[config.mk]
export PLATFORM = sky130hd
export DESIGN_NAME = shift_arb_ctrl
export DESIGN_NICKNAME = d
export VERILOG_FILES = /design/src/rtl/shift_arb_ctrl.sv
export SDC_FILE = /design/constraint.sdc
export NUM_CORES = 1
export LEC_CHECK = 0
export ABC_CLOCK_PERIOD_IN_PS = 3200
export CAP_MARGIN = 0
export CORE_MARGIN = 3
export CORE_UTILIZATION = 49
export CTS_BUF_LIST = sky130_fd_sc_hd__clkbuf_8
export CTS_CLUSTER_SIZE = 40
export DETAILED_ROUTE_END_ITERATION = 6
export GPL_TIMING_DRIVEN = 0
export PLACE_DENSITY = 0.88
export SETUP_SLACK_MARGIN = 0.5
export SYNTH_ARGS = -nofsm -noshare
export SYNTH_HDL_FRONTEND = slang
export SYNTH_SLANG_ARGS = --single-unit
export TNS_END_PERCENT = 5
[constraint.sdc]
create_clock -name clk -period 3.2 [get_ports clk]
set_input_delay 0.48 -clock clk [delete_from_list [all_inputs] [get_ports clk]]
set_output_delay 0.48 -clock clk [all_outputs]
set_load 0.1 [all_outputs]
[src/rtl/shift_arb_ctrl.sv]
// Round-robin sequencer sharing one universal shift register between two requesters:
// load, N shifts, drain, then a tagged one-cycle result pulse.
module shift_arb_ctrl #(
    parameter int WIDTH = 8,
    parameter int LEN_W = 4
) (
    input  logic             clk,
    input  logic             rst_,
    input  logic             req0_valid,
    output logic             req0_ready,
    input  logic [WIDTH-1:0] req0_data,
    input  logic             req0_dir,
    input  logic [LEN_W-1:0] req0_len,
    input  logic             req0_fill,
    input  logic             req1_valid,
    output logic             req1_ready,
    input  logic [WIDTH-1:0] req1_data,
    input  logic             req1_dir,
    input  logic [LEN_W-1:0] req1_len,
    input  logic             req1_fill,
    output logic             sh_en,
    output logic [1:0]       sh_sel,
    output logic [WIDTH-1:0] sh_pin,
    output logic             sh_sin,
    input  logic [WIDTH-1:0] sh_pout,
    output logic             busy,
    output logic             rsp_valid,
    output logic             rsp_id,
    output logic [WIDTH-1:0] rsp_data
);

    localparam int CNT_W = $clog2(WIDTH + 1);

    typedef enum logic [2:0] {
        IDLE  = 3'd0,
        LOAD  = 3'd1,
        SHIFT = 3'd2,
        DRAIN = 3'd3,
        DONE  = 3'd4
    } state_t;

    state_t             state_r;
    logic               last_grant_r;
    logic               arm_r;
    logic               id_r;
    logic               dir_r;
    logic               fill_r;
    logic [WIDTH-1:0]   data_r;
    logic [CNT_W-1:0]   cnt_r;

    logic               grant0_s;
    logic               grant1_s;
    logic [WIDTH-1:0]   sel_data_s;
    logic               sel_dir_s;
    logic               sel_fill_s;
    logic [LEN_W-1:0]   sel_len_s;

    function automatic logic [CNT_W-1:0] sat_len(input logic [LEN_W-1:0] len);
        logic [CNT_W-1:0] res;
        if (32'(len) > 32'(WIDTH)) begin
            res = CNT_W'(WIDTH);
        end else begin
            res = CNT_W'(len);
        end
        return res;
    endfunction

    function automatic logic [1:0] shift_sel(input logic dir);
        logic [1:0] res;
        if (dir) begin
            res = 2'b10;
        end else begin
            res = 2'b01;
        end
        return res;
    endfunction

    // Grant decode: arm_r keeps ready low through reset and the first edge after it.
    always_comb begin
        grant0_s = 1'b0;
        grant1_s = 1'b0;
        if (arm_r && (state_r == IDLE)) begin
            if (req0_valid && req1_valid) begin
                grant0_s = last_grant_r;
                grant1_s = ~last_grant_r;
            end else begin
                grant0_s = req0_valid;
                grant1_s = req1_valid;
            end
        end else begin
            grant0_s = 1'b0;
            grant1_s = 1'b0;
        end
    end

    // Mux the granted requester's command fields.
    always_comb begin
        sel_data_s = req0_data;
        sel_dir_s  = req0_dir;
        sel_fill_s = req0_fill;
        sel_len_s  = req0_len;
        if (grant1_s) begin
            sel_data_s = req1_data;
            sel_dir_s  = req1_dir;
            sel_fill_s = req1_fill;
            sel_len_s  = req1_len;
        end else begin
            sel_data_s = req0_data;
            sel_dir_s  = req0_dir;
            sel_fill_s = req0_fill;
            sel_len_s  = req0_len;
        end
    end

    assign req0_ready = grant0_s;
    assign req1_ready = grant1_s;

    // Sequencer: shifter controls are registered alongside the state they belong to.
    always_ff @(posedge clk or negedge rst_) begin
        if (!rst_) begin
            state_r      <= IDLE;
            last_grant_r <= 1'b1;
            arm_r        <= 1'b0;
            id_r         <= 1'b0;
            dir_r        <= 1'b0;
            fill_r       <= 1'b0;
            data_r       <= {WIDTH{1'b0}};
            cnt_r        <= {CNT_W{1'b0}};
            sh_en        <= 1'b0;
            sh_sel       <= 2'b00;
            sh_pin       <= {WIDTH{1'b0}};
            sh_sin       <= 1'b0;
            busy         <= 1'b0;
            rsp_valid    <= 1'b0;
            rsp_id       <= 1'b0;
            rsp_data     <= {WIDTH{1'b0}};
        end else begin
            arm_r     <= 1'b1;
            rsp_valid <= 1'b0;
            case (state_r)
                IDLE: begin
                    if (grant0_s || grant1_s) begin
                        id_r         <= grant1_s;
                        data_r       <= sel_data_s;
                        dir_r        <= sel_dir_s;
                        fill_r       <= sel_fill_s;
                        cnt_r        <= sat_len(sel_len_s);
                        last_grant_r <= grant1_s;
                        state_r      <= LOAD;
                        sh_en        <= 1'b1;
                        sh_sel       <= 2'b11;
                        sh_pin       <= sel_data_s;
                        sh_sin       <= 1'b0;
                        busy         <= 1'b1;
                    end else begin
                        sh_en  <= 1'b0;
                        sh_sel <= 2'b00;
                        sh_pin <= {WIDTH{1'b0}};
                        sh_sin <= 1'b0;
                        busy   <= 1'b0;
                    end
                end
                LOAD: begin
                    sh_en  <= 1'b1;
                    sh_pin <= {WIDTH{1'b0}};
                    busy   <= 1'b1;
                    if (cnt_r != {CNT_W{1'b0}}) begin
                        state_r <= SHIFT;
                        sh_sel  <= shift_sel(dir_r);
                        sh_sin  <= fill_r;
                    end else begin
                        state_r <= DRAIN;
                        sh_sel  <= 2'b00;
                        sh_sin  <= 1'b0;
                    end
                end
                SHIFT: begin
                    cnt_r <= cnt_r - CNT_W'(1);
                    if (cnt_r == CNT_W'(1)) begin
                        state_r <= DRAIN;
                        sh_sel  <= 2'b00;
                        sh_sin  <= 1'b0;
                    end else begin
                        state_r <= SHIFT;
                    end
                end
                DRAIN: begin
                    state_r <= DONE;
                    sh_en   <= 1'b0;
                    sh_sel  <= 2'b00;
                end
                DONE: begin
                    // sh_pout now holds the final word captured during DRAIN.
                    rsp_valid <= 1'b1;
                    rsp_id    <= id_r;
                    rsp_data  <= sh_pout;
                    state_r   <= IDLE;
                    busy      <= 1'b0;
                end
                default: begin
                    state_r <= IDLE;
                    sh_en   <= 1'b0;
                    sh_sel  <= 2'b00;
                    sh_pin  <= {WIDTH{1'b0}};
                    sh_sin  <= 1'b0;
                    busy    <= 1'b0;
                end
            endcase
        end
    end

endmodule

Word level (Yosys, flattened, before mapping)
Index checks and enable logic that the tools add are counted.
{"block": "totals", "input_bits": 40, "output_inout_bits": 25, "regBits": 35}
{"block": "classes", "mux": 29, "eq_ne": 7, "n_bitwise": 3, "reduce_logical": 14, "n_lt_le_gt_ge": 1, "addsub": 1}
{"op": "two-way mux 8 bit", "count": 2}
{"op": "case mux 8 bit (2 select lines)", "count": 1}
{"op": "two-way mux 1 bit", "count": 12}
{"op": "two-way mux 4 bit", "count": 3}
{"op": "case mux 3 bit (4 select lines)", "count": 1}
{"op": "case mux 1 bit (3 select lines)", "count": 3}
{"op": "two-way mux 2 bit", "count": 4}
{"op": "case mux 2 bit (4 select lines)", "count": 1}
{"op": "case mux 4 bit (2 select lines)", "count": 1}
{"op": "AND reduction 2 bit", "count": 4}
{"op": "== test 3 x 2 -> 1 bit, second input constant", "count": 2}
{"op": "OR reduction 2 bit", "count": 3}
{"op": "== test 4 x 1 -> 1 bit, second input constant", "count": 1}
{"op": "greater-than comparator 4 bit, second input constant", "count": 1}
{"op": "nonzero test 4 bit", "count": 1}
{"op": "subtractor 4 x 1 -> 4 bit, second input constant", "count": 1}
{"op": "== test 3 x 1 -> 1 bit, second input constant", "count": 1}
{"op": "== test 3 bit, second input constant", "count": 1}
{"op": "zero test 3 bit", "count": 1}
{"op": "two-way mux 3 bit", "count": 1}
{"op": "inverter 1 bit", "count": 3}
{"op": "OR reduction 3 bit", "count": 1}
{"op": "logical AND 1 bit", "count": 2}
{"op": "inequality test 2 x 1 -> 1 bit, second input constant", "count": 1}
{"op": "3 further kinds", "count": 3}

Depth between registers and ports, before layout
{"block": "logic_depth", "depth_word": 8, "mapped_depth": 6, "depth_no_buf": 5}

Worst setup path before layout
OpenSTA, ideal clock, no wires.
{"block": "synth_path", "kind": "register to output", "from": "register state_r[1]", "to": "output port req0_ready", "arrival_ns": 2.280, "stages_incl_launch_ff": 5, "path_slack_ns": 0.440, "path_cell_list": "dfrtp_1 > buf_6 > nor4b_4 > nand2_1 > nor2_1"}
{"block": "synth_between", "elab_chain_cells": 3}
{"item": "start: declaration", "line": "42", "text": "state_t state_r;"}
{"item": "start signal: assignment", "line": "121", "text": "state_r <= IDLE;"}
{"item": "start signal: assignment", "line": "149", "text": "state_r <= LOAD;"}
{"item": "start signal: assignment", "line": "168", "text": "state_r <= SHIFT;"}
{"item": "zero test 3 bit", "line": "82", "text": "if (arm_r && (state_r == IDLE)) begin"}
{"item": "logical AND 1 bit", "line": "82"}
{"item": "two-way mux 1 bit", "line": "82"}
{"item": "end: declaration", "line": "10", "text": "output logic req0_ready,"}
No other way between the ends.

Final worst setup path
{"block": "layout_path", "from": "register state_r[0]", "to": "output port req0_ready"}
The elaborated chain is that of the path after synthesis.

==> out/metrics.yaml <==
finClkSkew_ps: 7.52
rsz0062_at_grt: "yes"
dp_cells: 269
routed_wl_um: 4350
drt-pass1-iter-count: 4
syn_avg_cell_area_um2: 10.5
die_area_mm2: 0.00419
ys_ff_latch: 35
grt_max_degree: 36
ant_nets: 0
grt_pass1_wl_um: 7410
synthTopCellsByArea: "dfrtp_1 (50%), nand2_1 (8.2%), mux2i_1 (7.7%)"
via_per_inst: 5.35
syn2layout_area_growth_pct: 46.2
ys_seq_area_frac: 0.519
setup_viol: 0
synthFlopType: "dfrtp_1"
numCtsBuffers: 5
max_freq_mhz: 386
track_usage: 0.232
htreeDepth: 2
yosys.cell_count.top_type: "nand2_1"
core_area_mm2: 0.00318
maxSlewViolCount: 0
n_fill_cell: 209
ys_top_cells_by_count: "nand2_1 (37), dfrtp_1 (34), mux2i_1 (13)"
tightest_slew_ps: 990
gp_congestion: 0.806
path_clk_slew_ps: 70
worstPathArrival_ps: 2110
yosysWarnings: 0
syn-num-nets: 203
insertion_delay_ps: 290
initial_core_util: 0.532
critPathRequiredTime_ps: 2720
fin_cells: 277
grt_pass1_vias: 1584
hold_violations: 0
wire_per_inst_um: 15.7
drv_cap: 0
ys_types: 40
synth_enable_flop_cells: 0
outcome: "finished clean"
critPathMaxFanout: 10
critical_path_class: "flop to primary output"
tritoncts: "done"
synthAdderAreaFrac: 0.0148
nets: 274
clk_path_buf_depth: 2
slew_headroom: 0.338
drt_iter0_drc: 56
dieHeight_um: 64.7
synth_top_family_by_area: "compound AO/OA/AOI/OAI gates"
synth_mux_area_frac: 0.0770
critPathCaptureType: "primary output"
cts_sinks: 35
clockRootBuffer: "clkbuf_8"
antenna_found_initial: 0
diodes: 0
synth_compound_area_frac: 0.177
vias: 1483
synth_top_area_share: 0.503
synth-xor-area-share: 0.0104
pin_count: 65
cts_setup_buffers: 0
rows: 20
post-route-min-period_ps: 2590
hpwlAfterDp_um: 3280
hp-class: "input port to async pin"
synthCells: 161
post-route-util: 0.778
synth_simple_gate_area_share: 0.157
synth_area_mm2: 0.00169
drc_errors: 0
die_w_um: 64.7
drive_above_1_share: 0.107
synth.largest_area_cell: "dfrtp_1"
cp-start-kind: "flop"
ys_async_sr_fraction: 1.00
min_period_over_period: 0.810
grt_overflow: 0
io_buffers: 64
## final timing paths
kind / start / endpoint / slack, ps / depth (start not counted)
max in group asynchronous: rst_ / cnt_r[3]$_DFFE_PN0P_ / 2450 / 1
min: rst_ / state_r[2]$_DFFE_PN0P_ / 260 / 1
min reg2reg: rsp_data[6]$_DFFE_PN0P_ / rsp_data[6]$_DFFE_PN0P_ / 480 / 2
max reg2reg: state_r[0]$_DFFE_PN0P_ / sh_en$_DFFE_PN0N_ / 1620 / 5
min in group clk: rsp_data[6]$_DFFE_PN0P_ / rsp_data[6]$_DFFE_PN0P_ / 480 / 2
max: state_r[0]$_DFFE_PN0P_ / req0_ready / 610 / 5
## repair_timing
| item | CTS | global route |
|---|---|---|
| setup endpoints to repair | 2 | 2 |
| resized for setup | 6 | 3 |
| hold buffers | 0 | 0 |
## kinds of logic after synthesis
logic type	count (synthesis)
AND/OR/NAND/NOR	58
XOR/XNOR	2
flip-flops	35
adder cells (fa/ha/maj)	2
buffers and inverters	13
other	1
multiplexers	13
AO/OA/AOI/OAI	37
## stage by stage
step | hold WS [ps] | setup slack [ps] | setup TNS (ps) | cell area [um2]
floorplan | 184 | 889 | 0 | 1690
global placement | 457 | -156 | -156 | 2390
detailed placement | 469 | -156 | -156 | 2380
CTS | 284 | 405 | 0 | 2470
global route | 310 | 462 | 0 | 2470
finish | 260 | 609 | 0 | 2470
## routing by layer
| metal | share of wire | up-vias | GRT usage |
|---|---|---|---|
| met5 | 0 | - | 0 |
| met4 | 0.017 | 0 | 0.0844 |
| met3 | 0.066 | 9 | 0.0763 |
| met2 | 0.51 | 56 | 0.396 |
| met1 | 0.41 | 717 | 0.270 |
| li1 | - | 701 | - |
## sequential cells by signal, indices dropped and copies added (netlist names), 2 cells and up
register,count
cnt_r,4
rsp_data,8
sh_pin,8
sh_sel,2
state_r,3
## layout by cell type, fill, tap and decap left out, types with 2 or more instances in the layout
cell             count
dfrtp_1             34
ha_1                 2
clkinv_2             3
a21o_1               2
o21ai_0              5
nor2b_1              2
buf_2                6
a22o_1               2
mux2i_1             13
o21a_1               2
nand2b_1             3
clkbuf_8             5
nor3_1               2
clkdlybuf4s50_1     61
a221o_1              2
o21ai_1              2
o2bb2ai_1            9
buf_6                2
inv_1                5
nand2_1             37
nor2_1               8
o221ai_1             2
nor3b_1              2
## worst max-delay path, stage by stage (launching register included)
cell and delay [ps]:
dfrtp_1 370, buf_4 170, nor4b_4 420, nand2_1 180
nor2_2 110, clkdlybuf4s15_2 570
## final cells by class
cell class,count,area (um2),area share
Clock buffer,5,68.8,0.0278
Timing Repair Buffer,64,632,0.256
Clock inverter,3,15.0,0.00608
Multi-Input combinational cell,113,751,0.304
Inverter,6,22.5,0.00911
Sequential cell,35,877,0.355
Tap cell,44,55.1,0.0223
Buffer,7,50.0,0.0203
Power is not shown: default switching activity piles up to over one toggle a cycle in this logic, so the estimate is an artifact.
